### src/rtl/ham74_dec_sched.sv
// Round-robin scheduler sharing one Hamming(7,4) syndrome/correction pipeline between NREQ requesters.
// Optional saturating corrected-error counter enabled by defining HAM_ERR_CNT_EN.
module ham74_dec_sched #(
    parameter int NREQ = 4,
    parameter int IDW  = $clog2(NREQ)
) (
    input  logic              i_clk,
    input  logic              i_rst_n,
    input  logic [NREQ-1:0]   i_req_valid,
    input  logic [7*NREQ-1:0] i_req_code,
    output logic [NREQ-1:0]   o_req_ready,
    output logic              o_out_valid,
    input  logic              i_out_ready,
    output logic [IDW-1:0]    o_out_id,
    output logic [3:0]        o_out_data,
    output logic [2:0]        o_out_syndrome,
    output logic              o_out_corrected,
    output logic              o_busy
`ifdef HAM_ERR_CNT_EN
    ,
    input  logic              i_err_clr,
    output logic [15:0]       o_err_cnt
`endif
);

    function automatic logic [2:0] f_synd(input logic [6:0] c);
        return {c[3] ^ c[2] ^ c[1] ^ c[0],
                c[5] ^ c[4] ^ c[1] ^ c[0],
                c[6] ^ c[4] ^ c[2] ^ c[0]};
    endfunction

    logic [IDW-1:0]  r_last;
    logic            r_iss_vld;
    logic [6:0]      r_iss_code;
    logic [IDW-1:0]  r_iss_id;
    logic            r_syn_vld;
    logic [6:0]      r_syn_code;
    logic [IDW-1:0]  r_syn_id;
    logic [2:0]      r_syn_s;
    logic            r_out_vld;
    logic [IDW-1:0]  r_out_id;
    logic [3:0]      r_out_data;
    logic [2:0]      r_out_s;
    logic            r_out_corr;

    logic            w_adv;
    logic            w_found;
    logic [IDW-1:0]  w_gnt_id;
    logic [IDW-1:0]  w_idx;
    logic [NREQ-1:0] w_grant;
    logic            w_xfer;
    logic [6:0]      w_code;
    logic [6:0]      w_fixed;

    assign w_adv = !r_out_vld || i_out_ready;

    // Search starts one past the last winner and wraps at NREQ-1.
    always_comb begin
        w_found  = 1'b0;
        w_gnt_id = '0;
        w_idx    = r_last;
        w_grant  = '0;
        for (int k = 0; k < NREQ; k++) begin
            w_idx = (w_idx == IDW'(NREQ - 1)) ? '0 : w_idx + 1'b1;
            if (!w_found && i_req_valid[w_idx]) begin
                w_found  = 1'b1;
                w_gnt_id = w_idx;
            end
        end
        w_grant[w_gnt_id] = w_found;
    end

    assign o_req_ready = w_grant & {NREQ{w_adv}};
    assign w_xfer      = w_found && w_adv;

    always_comb begin
        w_code = '0;
        for (int k = 0; k < NREQ; k++) begin
            if (w_gnt_id == IDW'(k)) w_code = i_req_code[7*k +: 7];
        end
    end

    // Nonzero syndrome s points at bit 7-s; flip it before extracting data.
    always_comb begin
        w_fixed = r_syn_code;
        if (r_syn_s != 3'd0) w_fixed[3'd7 - r_syn_s] = ~r_syn_code[3'd7 - r_syn_s];
    end

    always_ff @(posedge i_clk or negedge i_rst_n) begin
        if (!i_rst_n) begin
            r_last     <= IDW'(NREQ - 1);
            r_iss_vld  <= 1'b0;
            r_iss_code <= '0;
            r_iss_id   <= '0;
            r_syn_vld  <= 1'b0;
            r_syn_code <= '0;
            r_syn_id   <= '0;
            r_syn_s    <= '0;
            r_out_vld  <= 1'b0;
            r_out_id   <= '0;
            r_out_data <= '0;
            r_out_s    <= '0;
            r_out_corr <= 1'b0;
        end else begin
            if (w_xfer) r_last <= w_gnt_id;
            if (w_adv) begin
                r_iss_vld <= w_xfer;
                if (w_xfer) begin
                    r_iss_code <= w_code;
                    r_iss_id   <= w_gnt_id;
                end
                r_syn_vld <= r_iss_vld;
                if (r_iss_vld) begin
                    r_syn_code <= r_iss_code;
                    r_syn_id   <= r_iss_id;
                    r_syn_s    <= f_synd(r_iss_code);
                end
                r_out_vld <= r_syn_vld;
                if (r_syn_vld) begin
                    r_out_id   <= r_syn_id;
                    r_out_data <= {w_fixed[0], w_fixed[1], w_fixed[2], w_fixed[4]};
                    r_out_s    <= r_syn_s;
                    r_out_corr <= (r_syn_s != 3'd0);
                end
            end
        end
    end

    assign o_out_valid     = r_out_vld;
    assign o_out_id        = r_out_id;
    assign o_out_data      = r_out_data;
    assign o_out_syndrome  = r_out_s;
    assign o_out_corrected = r_out_corr;
    assign o_busy          = r_iss_vld || r_syn_vld || r_out_vld;

`ifdef HAM_ERR_CNT_EN
    logic [15:0] r_err_cnt;

    // Clear has priority over a same-cycle increment.
    always_ff @(posedge i_clk or negedge i_rst_n) begin
        if (!i_rst_n) begin
            r_err_cnt <= '0;
        end else if (i_err_clr) begin
            r_err_cnt <= '0;
        end else if (r_out_vld && i_out_ready && r_out_corr && r_err_cnt != 16'hFFFF) begin
            r_err_cnt <= r_err_cnt + 16'd1;
        end
    end

    assign o_err_cnt = r_err_cnt;
`endif

endmodule

### config.mk
export PLATFORM = sky130hd
export DESIGN_NAME = ham74_dec_sched
export DESIGN_NICKNAME = d
export VERILOG_FILES = /design/src/rtl/ham74_dec_sched.sv
export SDC_FILE = /design/constraint.sdc
export NUM_CORES = 1
export LEC_CHECK = 0
export CAP_MARGIN = 20
export CORE_MARGIN = 2
export CORE_UTILIZATION = 43
export DETAILED_ROUTE_END_ITERATION = 6
export PLACE_DENSITY = 0.75
export SLEW_MARGIN = 10
export SYNTH_ARGS = -nofsm -noshare
export SYNTH_HDL_FRONTEND = slang
export SYNTH_SLANG_ARGS = --single-unit
### constraint.sdc
create_clock -name i_clk -period 2.6 [get_ports i_clk]
set_clock_uncertainty 0.2 [all_clocks]
set_input_delay 0.52 -clock i_clk [delete_from_list [all_inputs] [get_ports i_clk]]
set_output_delay 0.52 -clock i_clk [all_outputs]
set_load 0.03 [all_outputs]
### Word level (Yosys, flattened, before mapping)

Cells that the tools add are included.

* register bits: 36
* bits of input ports: 35
* output and inout bits: 16

* add/subtract/negate cells: 5
* $lt $le $gt $ge: 8
* equality and inequality tests: 7
* muxes and demuxes: 32
* bitwise gates (word level): 12
* reductions and logical operators: 18

Operators with widths (number)
* two-way mux 7 bit: 4
* two-way mux 2 bit: 8
* less-than comparator 2 x 3 -> 1 bit (second input constant): 5
* equality test 2 bit (second input constant): 6
* two-way mux 1 bit: 11
* XOR 1 bit: 9
* adder 2 x 1 -> 2 bit (second input constant): 4
* AND 4 bit: 2
* binary-select mux 1 bit (select 2 bit): 4
* bitwise mux 7 bit: 1
* logical AND 1 bit: 6
* AND reduction 2 bit: 3
* two-way mux 5 bit: 1
* zero test 1 bit: 4
* less-than comparator 3 x 4 -> 1 bit (second input constant): 1
* binary-select mux 1 bit (select 3 bit): 1
* demux 1 bit (select 3 bit): 1
* greater-or-equal comparator 3 x 1 -> 1 bit (second input constant): 1
* logical OR 1 bit: 3
* nonzero test 3 bit: 1
* subtractor 3 bit (first input constant): 1
* demux 1 bit (select 2 bit): 1
* equality test 2 x 1 -> 1 bit (second input constant): 1
* greater-or-equal comparator 2 x 1 -> 1 bit (second input constant): 1
* 2 further kinds: 2

### Logic depth before layout (Yosys ltp)

* word-level depth: 20
* gate-level depth with buffers: 10
* mapped depth without buffers: 7

### Worst setup path before layout

OpenSTA, ideal clock, no wires.

* kind: reg2out
* from: reg r_last[0]
* to: out o_req_ready[1]
* arrival: 2.485 ns
* data required time: 1.880 ns
* setup slack: -0.605 ns
* stages on the path, launching flop included: 9
* path buffers: 2
* path through: dfstp_2 ha_1 buf_2 nor2_1 a21oi_1 o21ai_0 or4_4 clkbuf_1 nor3_1

* cells in the longest elaborated chain, start to end: 20
* elaborated cells on any way between the ends: 41
* classes of those cells: 4 x add/sub; 2 x order compare; 4 x eq/ne; 22 x mux; 2 x bitwise; 7 x reduce/logical

RTL lines
* start, declared: line 32 `logic [IDW-1:0] r_last;`
* start signal, assigned: line 91 `r_last <= IDW'(NREQ - 1);`
* start signal, assigned: line 105 `if (w_xfer) r_last <= w_gnt_id;`
* adder 2 x 1 -> 2 bit / equality test 2 bit (equally long branches): line 64 `w_idx = (w_idx == IDW'(NREQ - 1)) ? '0 : w_idx + 1'b1;`
* two-way mux 2 bit (*): line 64
* parallel branches: the longest is 16 deep, another holds less-than comparator 2 x 3 -> 1 bit
* AND 4 bit (no source line) (*)
* AND 4 bit (*): line 73 `assign o_req_ready = w_grant & {NREQ{w_adv}};`
* end, declared: line 11 `output logic [NREQ-1:0] o_req_ready,`

Mark *: on every way between the ends. The select of a mux whose other input is x is not followed.

### Worst setup path in the final report

* from: reg r_last[0]
* to: out o_req_ready[3]

Same word-level chain as after synthesis.

==> results by group <==
Clocking
  – H-tree depth: 2
  – Num CTS Buffers: 5
  – CTS Buffer Depth: 2
  – CTS tree: built
  – CTS root buf: clkbuf_8
  – Clk slew on worst S/H paths: about 0.06 ns
  – Clk Latency, worst-skew pair: ~0.28 ns
  – Clk sinks: 33

Critical path
  – WS Path Type: reg2out
  – Critical path capture point type: output pin
  – R2r worst-path depth: 9
  – Top cell family by delay on the critical path: flip-flops
  – Buffers & Inverters on Critical Path: 2
  – Crit-path cells: ha_4 > nor4b_2 > a31oi_1 > a211oi_2 > o21ai_2 > buf_4 > nor2_4 > buf_6
  – Instance count on the critical path: 8
  – Slowest CP cell: dfstp_2
  – Worst EP arrival: around 2.2 ns
  – Worst EP required: 1.88 ns
  – Max FO, Critical Path: 8
  – Worst Setup Start Kind: flop
  – Slowest cell delay on critical path: approximately 0.58 ns

Yosys
  – Distinct cells, synth: 39
  – Post-synth ARST share: 100%
  – Syn Area/Cell: between 9 and 10 sq um
  – Top-count cell post-synth: dfrtp_1
  – Sequential area share after synthesis: 43.7%
  – Synth Net Count: approximately 230
  – Cell type with the largest total area after synthesis: dfrtp_1
  – Post-synth EDFFs: 0
  – Yosys warning count: 0
  – Most instantiated cells after synthesis: dfrtp_1, nand2_1, o21ai_0, mux2_2, nor2_1
  – Post-synth top area share: 40.9%
  – Synth Instances: roughly 190
  – Main synth FF type: dfrtp_1
  – Largest cells by area after synthesis: dfrtp_1, mux2_2, o41ai_2
  – #FFs+latches synth: 33
  – Synthesized cell area: about 1900 sq um

Cells and area
  – Fin util: between 60% and 70%
  – # nets final: roughly 290
  – ANT cells: 0
  – Area grow syn2layout: 45.7%
  – Final non-filler cell total: slightly above 300
  – Share of cells above drive strength 1: roughly a quarter

Timing
  – Max_slew headroom: 69.1%
  – Final setup vio count: 9
  – FMAX: ~340 MHz
  – RSZ-0062 raised after global routing: true
  – Final Hold Viols: 0
  – Least-Margin Pin Slew: roughly 0.46 ns
  – Max Slew Vio Count: 0
  – Post-route setup slack: -0.317 ns
  – Final min period: 2.92 ns
  – Final Cycle Share: 112%
  – Setup TNS: -1.52 ns

Route
  – Detailed-route via count: around 1.6k
  – Via/cell ratio: between 5 and 6
  – Number of routed nets with antenna violations: 0
  – DR DRC count: 0
  – WL final: 4.11 mm
  – 1st-iter DRT viols: just over 90
  – Wire length per cell: 13.3 microns
  – DRT Pass-1 Iters: 4

Global route
  – Global-route wire length before repair: around 6.9 mm
  – Initial antenna violation count: 0
  – Global route overflow: 0
  – Vias in the first global route: approximately 1.5k
  – Largest net degree at the start of global routing: 34
  – GRT Total Usage: around 17%

Floorplan
  – Chip height: around 70 microns
  – DIE WIDTH: 70.4 microns
  – Total core area: between 4000 and 5000 sq um
  – Initial Util: between 40% and 50%
  – Die area: 4960 sq um
  – Row count: 24
  – Ports: a little over 50

Power
  – PwrDens: 1360 nW/um^2
  – VDD IR max: 0.675 mV
  – Leakage power total: approximately 1.2 nW
  – Total power: 0.00376 W

Hold path
  – Hold Path Class: reg2reg
  – Worst Hold Depth: 2

Placement
  – Dpl cells: between 200 and 300
  – Global placement routability congestion: roughly 0.79
  – HPWL after detailed placement: about 3 mm
  – Post-Place Worst Slack: -0.917 ns
  – I/O Buffers: 50

Run status
  – Failing checks: setup timing
  – Outcome: finished with violations

Job
  – Max_cap viols: 0
[tightest hold or removal path, stage by stage, from the launching register on]
cell and delay [ns]:
dfrtp_1 0.34, nand2_1 0.05, o21ai_0 0.06
[logic make-up (layout without fill, tap and decap cells)]
| group | Yosys count | count (layout) | synth area share, % |
|---|---|---|---|
| compound gates | 40 | 40 | 15.9 |
| xor+xnor | 12 | 12 | 5.54 |
| fa+ha+maj | 1 | 1 | 0.660 |
| buf+inv | 15 | 80 | 4.49 |
| flops | 33 | 33 | 43.7 |
| mux | 18 | 18 | 10.3 |
| simple gates | 72 | 72 | 19.4 |
[power by group]
group	switching, W	internal, W	leakage, nW
Combinational	0.00120	0.00121	0.728
Clock	0.000169	0.000210	0.0443
Sequential	0.000192	0.000778	0.381
Total	0.00156	0.00220	1.15
[layout by cell type (no fill, tap or decap), types with 2 or more instances in the layout]
master,count
inv_1,3
a21oi_1,4
a31oi_1,2
nor2_1,8
o21ai_0,11
nor2_4,2
dfrtp_1,31
mux2_2,12
dfstp_2,2
nand2b_1,9
o41ai_2,5
nor3_1,8
clkdlybuf4s50_1,42
or3_1,2
a211oi_1,6
xnor2_1,7
mux2i_1,6
xor2_1,5
buf_6,4
and3_1,2
buf_4,15
buf_12,3
o21ai_1,2
nand3b_1,2
a21oi_2,2
nand2_1,22
nor2b_1,5
dlygate4sd2_1,4
and2_4,2
clkbuf_8,6
[sequential cells by signal, summed over array words and instances, names as in the netlist]
signal           flops
r_iss_code           7
o_out_data           4
r_syn_code           4
o_out_syndrome       3
r_syn_s              3
o_out_id             2
r_iss_id             2
r_last               2
r_syn_id             2
o_out_corrected      1
o_out_valid          1
r_iss_vld            1
r_syn_vld            1
[metal layers]
metal	up-vias	share of wire (%)	global-route usage (%)	wire, microns
met1	750	44	21.6	1830
li1	800	-	-	-
met4	0	1.7	5.56	70
met2	49	49	29.4	2000
met5	-	0	0	0
met3	9	5.2	4.91	214
[per-stage QoR]
| stage | cell area [sq um] | hold slack (ns) |
|---|---|---|
| floorplan | 1970 | 0.0244 |
| global placement | 2580 | 0.261 |
| detailed placement | 2580 | 0.269 |
| CTS | 2740 | 0.283 |
| global route | 2760 | 0.325 |
| finish | 2760 | 0.283 |
[worst paths after layout]
check	slack (ns)	end	startpoint
min in group asynchronous	0.43	o_out_id[1]	i_rst_n
max reg2reg	-0.20	r_iss_code[0]	r_last[0]
min reg2reg	0.28	o_out_data[3]	o_out_data[3]
max	-0.32	o_req_ready[3]	r_last[0]
min	0.28	o_out_data[3]	o_out_data[3]
max in group asynchronous	1.44	r_last[0]	i_rst_n
[layout make-up]
class / instances / area (sq um)
clock buffers: 7 / 86.3
fillers: 363 / 1530
inverters: 4 / 15.0
multi-input cells: 143 / 1080
flip-flops and latches: 33 / 828
well taps: 52 / 65.1
repair buffers: 69 / 688
[what timing repair did]
item | CTS | global route
setup buffers | 2 | 0
gates resized for setup | 34 | 5
endpoints found under the setup margin | 11 | 11
endpoints found under the hold margin | 0 | 0
pin swaps | 6 | 8
hold buffers | 0 | 0
(Power assumes the default switching activity.)
==> RTL change, RTL diff (same flow settings) <==
The option `HAM_ERR_CNT_EN` is turned on by a define.
--- a/src/rtl/ham74_dec_sched.sv
+++ b/src/rtl/ham74_dec_sched.sv
@@ -2,2 +2,4 @@
 // Optional saturating corrected-error counter enabled by defining HAM_ERR_CNT_EN.
+`define HAM_ERR_CNT_EN
+
 module ham74_dec_sched #(
Ports: changed (added i_err_clr and o_err_cnt); port bits go from 51 to 68. No check against the original RTL was run, so the function may have changed too.
==> RTL change against the unedited design <==
  * The run still ends with setup timing left
  * Area after synthesis grew 35%
  * Design area rose by 28%
  * Sequential cell count rose by 16
  * First-iteration DRC count fell by 9.9%
  * Via count is 33% higher
  * Worst setup slack improved by 0.27 ns
  * Total power down 8.2%
  * Routed wire length increased by 31%
  * Critical path type unchanged
  * Cell count is 31% higher
  * Register-to-register slack improved by 0.58 ns
==> RTL change: results <==
[outcome]
status = finished, violations left
violations = setup timing

[placement]
dp.cells = 395
place_area_um2 = 3330
io_buffers = 67

[setup_path]
r2r_end = r_iss_code[3]
crit_arrival_ns = 1.93
path_max_fanout = 3

[synth]
synth.area.top_cells = dfrtp_1 (46%), mux2_2 (4.8%), xnor2_1 (4.5%)
syn-num-nets = 291
synth_cells = 253
ys_seq_area_frac = 0.480
synth_commonest_cells = dfrtp_1 (47), nand2_1 (26), nor2_1 (26)
ys_types = 43

[global_routing]
grtUsageTotal = 0.184

[cells_and_area]
drive_above_1_share = 0.155
largest_register_ffs = 16

[timing]
finalWorstSetupSlack_ns = -0.0490
finalSetupTns_ns = -0.153
finalSetupViolations = 4
whs_ns = 0.0722
relSlewSlack = 0.508

[hold_path]
hold_class = in -> async

[power_and_ir_drop]
total_power_uw = 3450
power.switching_uw = 1240
ir_drop_v = 0.000794
power_frac_seq = 0.356

[clock_network]
post_cts_resized = 11
clk_pin_slew_ns = 0.09
RTL change: layer usage:
metal  GRT usage  routed length, um
met1       0.219               2300
met2       0.317               2680
met3      0.0578                356
met4      0.0593                 60
met5           0                  0
RTL change: layout make-up:
cell class,count,area [um2]
repair buffers,81,777
multi-input cells,190,1280
clock inverters,3,65.1
fillers,517,2330
well taps,75,93.8
clock buffers,5,68.8
flip-flops and latches,49,1230
inverters,2,7.51
RTL change: logic make-up after synthesis:
kind of cell             share of synthesized area
flip-flops                                   0.480
XOR/XNOR                                    0.0856
adder cells (fa/ha/maj)                    0.00978
AO/OA/AOI/OAI                               0.0930
multiplexers                                0.0876
AND/OR/NAND/NOR                              0.213
buffers and inverters                       0.0308
RTL change: worst max-delay path: cells and delay by family (launching register included):
kind	cells	cell delay, ns
fa+ha+maj	1	0.23
flops	1	0.57
buf+inv	1	0.13
simple gates	4	0.71
